**src/rtl/video_scan_counter_pkg.sv**
```systemverilog
// Shared raster constants for the Apple II video scan counter chain.
// Other video blocks import these bounds so that blanking and sync stay consistent.
package video_scan_counter_pkg;

  localparam logic [6:0] HPreset   = 7'h40;
  localparam logic [6:0] HLast     = 7'h7F;
  localparam logic [6:0] HVisLo    = 7'h58;
  localparam logic [6:0] HSyncLo   = 7'h48;
  localparam logic [8:0] VPreset60 = 9'h0FA;
  localparam logic [8:0] VPreset50 = 9'h0C8;
  localparam logic [8:0] VLast     = 9'h1FF;
  localparam logic [8:0] VSyncLo   = 9'h1E0;

  localparam int unsigned SyncWidth   = 4;
  localparam int unsigned LineStates  = 65;
  localparam int unsigned FrameLines  = 262;

  // True when val lies in the SyncWidth-wide window starting at lo.
  // Both values are widened by one bit so that lo + width cannot wrap.
  function automatic logic in_sync_window(input logic [8:0] val, input logic [8:0] lo);
    logic [9:0] val_w;
    logic [9:0] lo_w;
    val_w = {1'b0, val};
    lo_w  = {1'b0, lo};
    return (val_w >= lo_w) && (val_w < (lo_w + 10'(SyncWidth)));
  endfunction

endpackage

```
**src/rtl/video_scan_counter_hcount.sv**
```systemverilog
// Horizontal scan counter: 00 -> preset -> ... -> 7F -> 00, i.e. 65 states per line.
// Exposes its next state so that the top level can register the decodes without latency.
module video_scan_counter_hcount
  import video_scan_counter_pkg::*;
#(
  parameter logic [6:0] H_PRESET = HPreset
) (
  input  logic       clk_i,
  input  logic       rst_i,
  input  logic       cnt_en_i,
  output logic [6:0] h_o,
  output logic [6:0] h_next_o,
  output logic       wrap_o
);

  logic [6:0] h_q;
  logic [6:0] h_d;

  // Any value below the preset, the legal 00 state included, is redirected to the preset.
  always_comb begin
    h_d = h_q;
    if (cnt_en_i) begin
      if (h_q == HLast) begin
        h_d = 7'h00;
      end else if (h_q < H_PRESET) begin
        h_d = H_PRESET;
      end else begin
        h_d = h_q + 7'd1;
      end
    end
  end

  always_ff @(posedge clk_i or posedge rst_i) begin
    if (rst_i) begin
      h_q <= 7'h00;
    end else begin
      h_q <= h_d;
    end
  end

  assign h_o      = h_q;
  assign h_next_o = h_d;
  assign wrap_o   = cnt_en_i && (h_q == HLast);

endmodule

```
**src/rtl/video_scan_counter.sv**
```systemverilog
// Apple II H/V raster counter chain with registered blank/sync decodes and line/frame strobes.
// The decodes are taken from the next state, so they change on the same edge as H and V.
module video_scan_counter
  import video_scan_counter_pkg::*;
#(
  parameter logic [6:0] H_PRESET = HPreset,
  parameter logic [8:0] V_PRESET = VPreset60,
  parameter logic [6:0] HSYNC_LO = HSyncLo,
  parameter logic [8:0] VSYNC_LO = VSyncLo
) (
  input  logic       CP_14M,
  input  logic       CLR,
  input  logic       CNT_EN,
  output logic [6:0] H,
  output logic [8:0] V,
  output logic       HBL,
  output logic       VBL,
  output logic       BLANK,
  output logic       HSYNC,
  output logic       VSYNC,
  output logic       LINE_END,
  output logic       FRAME_END
);

  logic [6:0] h_next;
  logic       h_wrap;
  logic [8:0] v_q, v_d;
  logic       hbl_q, vbl_q, blank_q, hsync_q, vsync_q;
  logic       hbl_d, vbl_d;

  video_scan_counter_hcount #(
    .H_PRESET (H_PRESET)
  ) u_hcount (
    .clk_i    (CP_14M),
    .rst_i    (CLR),
    .cnt_en_i (CNT_EN),
    .h_o      (H),
    .h_next_o (h_next),
    .wrap_o   (h_wrap)
  );

  always_comb begin
    v_d = v_q;
    if (h_wrap) begin
      v_d = (v_q == VLast) ? V_PRESET : v_q + 9'd1;
    end
  end

  assign hbl_d = h_next < HVisLo;
  assign vbl_d = ~v_d[8] | (v_d[7] & v_d[6]);

  // Decodes only load on count strobes so they read 0 after reset until the first count.
  always_ff @(posedge CP_14M or posedge CLR) begin
    if (CLR) begin
      v_q     <= V_PRESET;
      hbl_q   <= 1'b0;
      vbl_q   <= 1'b0;
      blank_q <= 1'b0;
      hsync_q <= 1'b0;
      vsync_q <= 1'b0;
    end else begin
      v_q <= v_d;
      if (CNT_EN) begin
        hbl_q   <= hbl_d;
        vbl_q   <= vbl_d;
        blank_q <= hbl_d | vbl_d;
        hsync_q <= in_sync_window({2'b00, h_next}, {2'b00, HSYNC_LO});
        vsync_q <= in_sync_window(v_d, VSYNC_LO);
      end
    end
  end

  assign V         = v_q;
  assign HBL       = hbl_q;
  assign VBL       = vbl_q;
  assign BLANK     = blank_q;
  assign HSYNC     = hsync_q;
  assign VSYNC     = vsync_q;
  assign LINE_END  = h_wrap;
  assign FRAME_END = h_wrap && (v_q == VLast);

endmodule

```
**config.mk**
```make
export PLATFORM = sky130hd
export DESIGN_NAME = video_scan_counter
export DESIGN_NICKNAME = d
export VERILOG_FILES = /design/src/rtl/video_scan_counter_pkg.sv /design/src/rtl/video_scan_counter_hcount.sv /design/src/rtl/video_scan_counter.sv
export SDC_FILE = /design/constraint.sdc
export NUM_CORES = 1
export LEC_CHECK = 0
export BUFFER_PORTS_ARGS = -buffer_cell sky130_fd_sc_hd__buf_2
export CORE_MARGIN = 4
export CORE_UTILIZATION = 55
export DETAILED_ROUTE_END_ITERATION = 12
export GPL_ROUTABILITY_DRIVEN = 0
export PLACE_DENSITY = 0.87
export SLEW_MARGIN = 40
export SYNTH_ARGS = -nofsm -noshare
export SYNTH_HDL_FRONTEND = slang
export SYNTH_SLANG_ARGS = --single-unit
```
**constraint.sdc**
```tcl
create_clock -name CP_14M -period 3.79 [get_ports CP_14M]
set_input_delay 1.137 -clock CP_14M [delete_from_list [all_inputs] [get_ports CP_14M]]
set_output_delay 1.137 -clock CP_14M [all_outputs]
set_load 0.02 [all_outputs]
```
-- Word level (Yosys, flattened, before mapping)
Index checks and enable logic that the tools add are counted.
- add/sub/neg operators: 2
- multiply operators: 0
- div/mod/pow operators: 0
- $lt $le $gt $ge: 6
- eq/ne operators: 2
- shift operators: 0
- muxes and demuxes: 5
- bitwise logic cells: 4
- reductions and logical operators: 4
- operators with widths (kind ; count):
    $lt A7 B7 Y1 const B ; 3
    $mux W7 ; 3
    $mux W9 ; 2
    $add A9 B1 Y9 const B ; 1
    $eq A9 B9 Y1 const B ; 1
    $ge A9 B9 Y1 const B ; 1
    $lt A9 B9 Y1 const B ; 1
    $add A7 B1 Y7 const B ; 1
    $eq A7 B7 Y1 const B ; 1
    $ge A7 B7 Y1 const B ; 1
    $logic_and A1 B1 Y1 ; 4
    $or A1 B1 Y1 ; 2
    $and A1 B1 Y1 ; 1
    $not A1 Y1 ; 1
- register bits: 21
- latch bits: 0
- RAM bits: 0
- bits in read-only memories: 0
- input bits: 3
- output and inout bits: 23
- logic and storage cells: 30
- memories: 0

-- Longest topological paths before layout
- word-level depth: 6
- depth in mapped cells: 11
- gate-level depth less buffers: 9

-- Modules after synthesis
Synthesis repeated with hierarchy kept, for this count alone.
- cells, all modules: 117
- area, all modules: 1189.9 µm²
- by module, submodules not included (module ; instances ; cells each ; area each (µm²) ; sequential area each (µm²)):
    video_scan_counter ; 1 ; 74 ; 804.5 ; 357.8
    video_scan_counter_hcount ; 1 ; 43 ; 385.4 ; 175.2

-- Least setup slack after synthesis
No wires, ideal clock.
- path type: register -> output
- start: register v_q[4] (netlist: V[4])
- end: output FRAME_END
- data arrival time: 1.863 ns
- required time: 2.653 ns
- slack: 0.790 ns
- cell stages (with the launch flop): 8
- path buffers: 2
- cell sequence: dfstp_2 > clkbuf_1 > and3_1 > and3_1 > and3_1 > ha_1 > buf_2 > and3_1
- word-level cells in the longest chain between the ends: 2
- RTL lines (item ; line ; source):
    from (decl) ; video_scan_counter.sv:27 ; logic [8:0] v_q, v_d;
    from (signal assigned) ; video_scan_counter.sv:62 ; v_q <= v_d;
    $eq A9 B9 Y1 ; video_scan_counter.sv:80 ; assign FRAME_END = h_wrap && (v_q == VLast);
    $logic_and A1 B1 Y1 ; video_scan_counter.sv:80 ;
    to (decl) ; video_scan_counter.sv:22 ; output logic FRAME_END
No other way between the ends.

-- Worst setup path in the final report
Same ends and word-level chain as after synthesis.

==> out/results.tsv <==
metric	value	unit
rsz0062_at_grt	no	
crit_path_max_incr_delay	0.64	ns
min_period	3.31	ns
leakagePower	0.660	nW
cts_htree_levels	1	
drt_iter0_markers	67	
top_usage_layer	met1	
fp.dieW	54.7	microns
finish.instance_area	1350	sq um
port_buffers	25	
areaGrowthSynthToFinish	12.6	%
vias	1060	
worst_hold_path_type	reg -> reg	
postSynthAreaPerCell	9.28	sq um
antenna_found_initial	0	
status	finished clean	
use_met1	30.3	%
yosys_most_used_dff	dfrtp_1	
dp_hpwl	1910	microns
synthCells	129	
cts_buffers	3	
rrSetupSlack	1.28	ns
core_area	2020	sq um
post_cts_buffers	0	
clock_skew	0.00126	ns
routed_wl	2650	microns
synth_edf_count	0	
holdPathStages	2	
cts-root-buf	clkbuf_4	
yosys_warnings	0	
insertion_delay	0.29	ns
grt_remaining_overflow	0	
min-delay-start	V[1]	
ys_ff_latch	21	
cts_tree	yes	
final_nets	158	
clkSlewWorstSetupHoldPaths	0.11	ns
grt_first_pass_wirelength	4460	microns
path_cells	and3_1 -> and3_1 -> and3_1 -> ha_1 -> and3_1 -> buf_2	
die_h	54.7	microns
drc	0	
dieArea	2990	sq um
crit_path_end_kind	primary output	
critPathLaunchType	register	
grtUsageMet2	29.9	%
crit_arrival	2.17	ns
grt_max_degree	22	
dpl-instance-area	1320	sq um
met3_usage	3.00	%
critical_path.max_fanout	9	
grt_use_total	20.4	%
path_buf_inv	1	
peakVddDrop	0.446	mV
max_freq	303	MHz
tns	0	ns
synth.distinct_cells	44	
min_to	V[1]	
post_drt_wl_per_cell	14.9	microns
seq_area_frac_synth	44.5	%
netlist_area	1200	sq um
clk_path_buf_depth	2	
drive_above_1_share	31.1	%
ys_async_sr_fraction	100	%
initial_core_util	59.2	%
power_per_cell_area	452	nW/um^2
vias_per_cell	5.96	
drv_slew	0	
syn-num-nets	135	
timing.rr.start	V[4]	
diodes	0	
num_rows	16	
critPathKind	reg -> out	
crit_top_cell	and3_1	
worst-endpoint-required	2.65	ns
path_delay_family	simple AND/OR/NAND/NOR gates	
grt_pass1_vias	969	
drv_cap	0	
ant_nets	0	
firstDrtPassIters	4	
r2r_end	VSYNC	
ff2ff_path_depth	9	
hold_viol_final	0	
cts_hold_buffers	0	
slowest_stage	dfstp_2	
finalCritPeriodShare	87.2	%
max_slew_margin	72.1	%
ios	26	
ctsResizeCount	0	
cts.sinks	21	
setup_viol_count_final	0	
worstMarginPinSlew	0.418	ns
## synthesized netlist by cell type, types with 2 or more instances
master     instances  area, sq um
a21oi_1            6         30.0
dfrtp_1           15          375
buf_2              3         15.0
nor2_1            11         41.3
o21ai_0            3         15.0
inv_1              3         11.3
nand3_1            6         30.0
nor3_1             3         15.0
dfstp_2            6          158
a31oi_1            4         25.0
o2bb2ai_1          3         26.3
clkbuf_1           3         11.3
nor2b_1            2         12.5
ha_1               3         37.5
xor2_1             2         17.5
o21ai_1            3         15.0
or2_2              2         12.5
and3_1            10         62.6
nand2_1           14         52.6
nand4_1            3         18.8
## cell usage in the layout (no fill, tap or decap), types with 4 or more instances in the layout
cell     netlist  routed
a21oi_1        6       6
nor2_1        11      11
nand3_1        6       6
buf_2          3      25
and3_1        10      10
dfstp_2        6       6
dfrtp_1       15      15
nand2_1       14      14
a31oi_1        4       4
## flip-flops by register name (all words and copies together), names as in the netlist
register,cells
BLANK,1
HBL,1
HSYNC,1
V,9
VBL,1
VSYNC,1
u_hcount.h_o,7
## kinds of logic after synthesis
family	synth area share [%]
compound gates	17.6
xor+xnor	2.19
fa+ha+maj	3.14
buf+inv	4.49
flops	44.5
mux	1.78
simple gates	26.3
## worst max-delay path by stage
| stage | start | to | slack, ns | cells past startpoint |
|---|---|---|---|---|
| 2_1_floorplan | V[4] | FRAME_END | 0.79 | 7 |
| 3_3_place_gp | CNT_EN | LINE_END | 0.61 | 5 |
| 3_5_place_dp | CNT_EN | LINE_END | 0.59 | 5 |
| 4_1_cts | V[4] | FRAME_END | 0.49 | 6 |
| 5_1_grt | V[4] | FRAME_END | 0.37 | 6 |
| 6_report | V[4] | FRAME_END | 0.48 | 6 |
## worst min-delay path: stages, from the launching register on
cell and delay (ns):
dfstp_2 0.40, nand2_1 0.05, nand2_1 0.04
## routing by layer
| metal | up-vias | wire length [microns] |
|---|---|---|
| li1 | 510 | - |
| met3 | 2 | 182 |
| met1 | 502 | 1230 |
| met5 | - | 0 |
| met2 | 46 | 1230 |
| met4 | 0 | 12 |
## report_power, final
group / switching, W / internal (W)
sequential: 0.0000486 / 0.000258
combinational: 0.000122 / 0.0000756
clock: 0.0000657 / 0.0000409
## stage by stage
step | utilization [%] | hold WS (ns) | std cells | worst slack (ns) | total power, W
2_1_floorplan | - | 0.499 | 129 | 0.790 | 0.000443
3_3_place_gp | 65.4 | 0.467 | 174 | 0.613 | 0.000501
3_5_place_dp | 65.4 | 0.467 | 174 | 0.588 | 0.000504
4_1_cts | 66.7 | 0.485 | 178 | 0.494 | 0.000614
5_1_grt | 66.7 | 0.509 | 178 | 0.374 | 0.000650
6_report | 66.7 | 0.485 | 178 | 0.484 | 0.000610
## final cells by class
cell class | count | area, sq um
well taps | 27 | 33.8
multi-input cells | 97 | 611
flip-flops and latches | 21 | 533
repair buffers | 25 | 125
clock buffers | 4 | 26.3
fillers | 172 | 673
inverters | 4 | 20.0
Note: power is estimated with default switching activity, not from simulation.
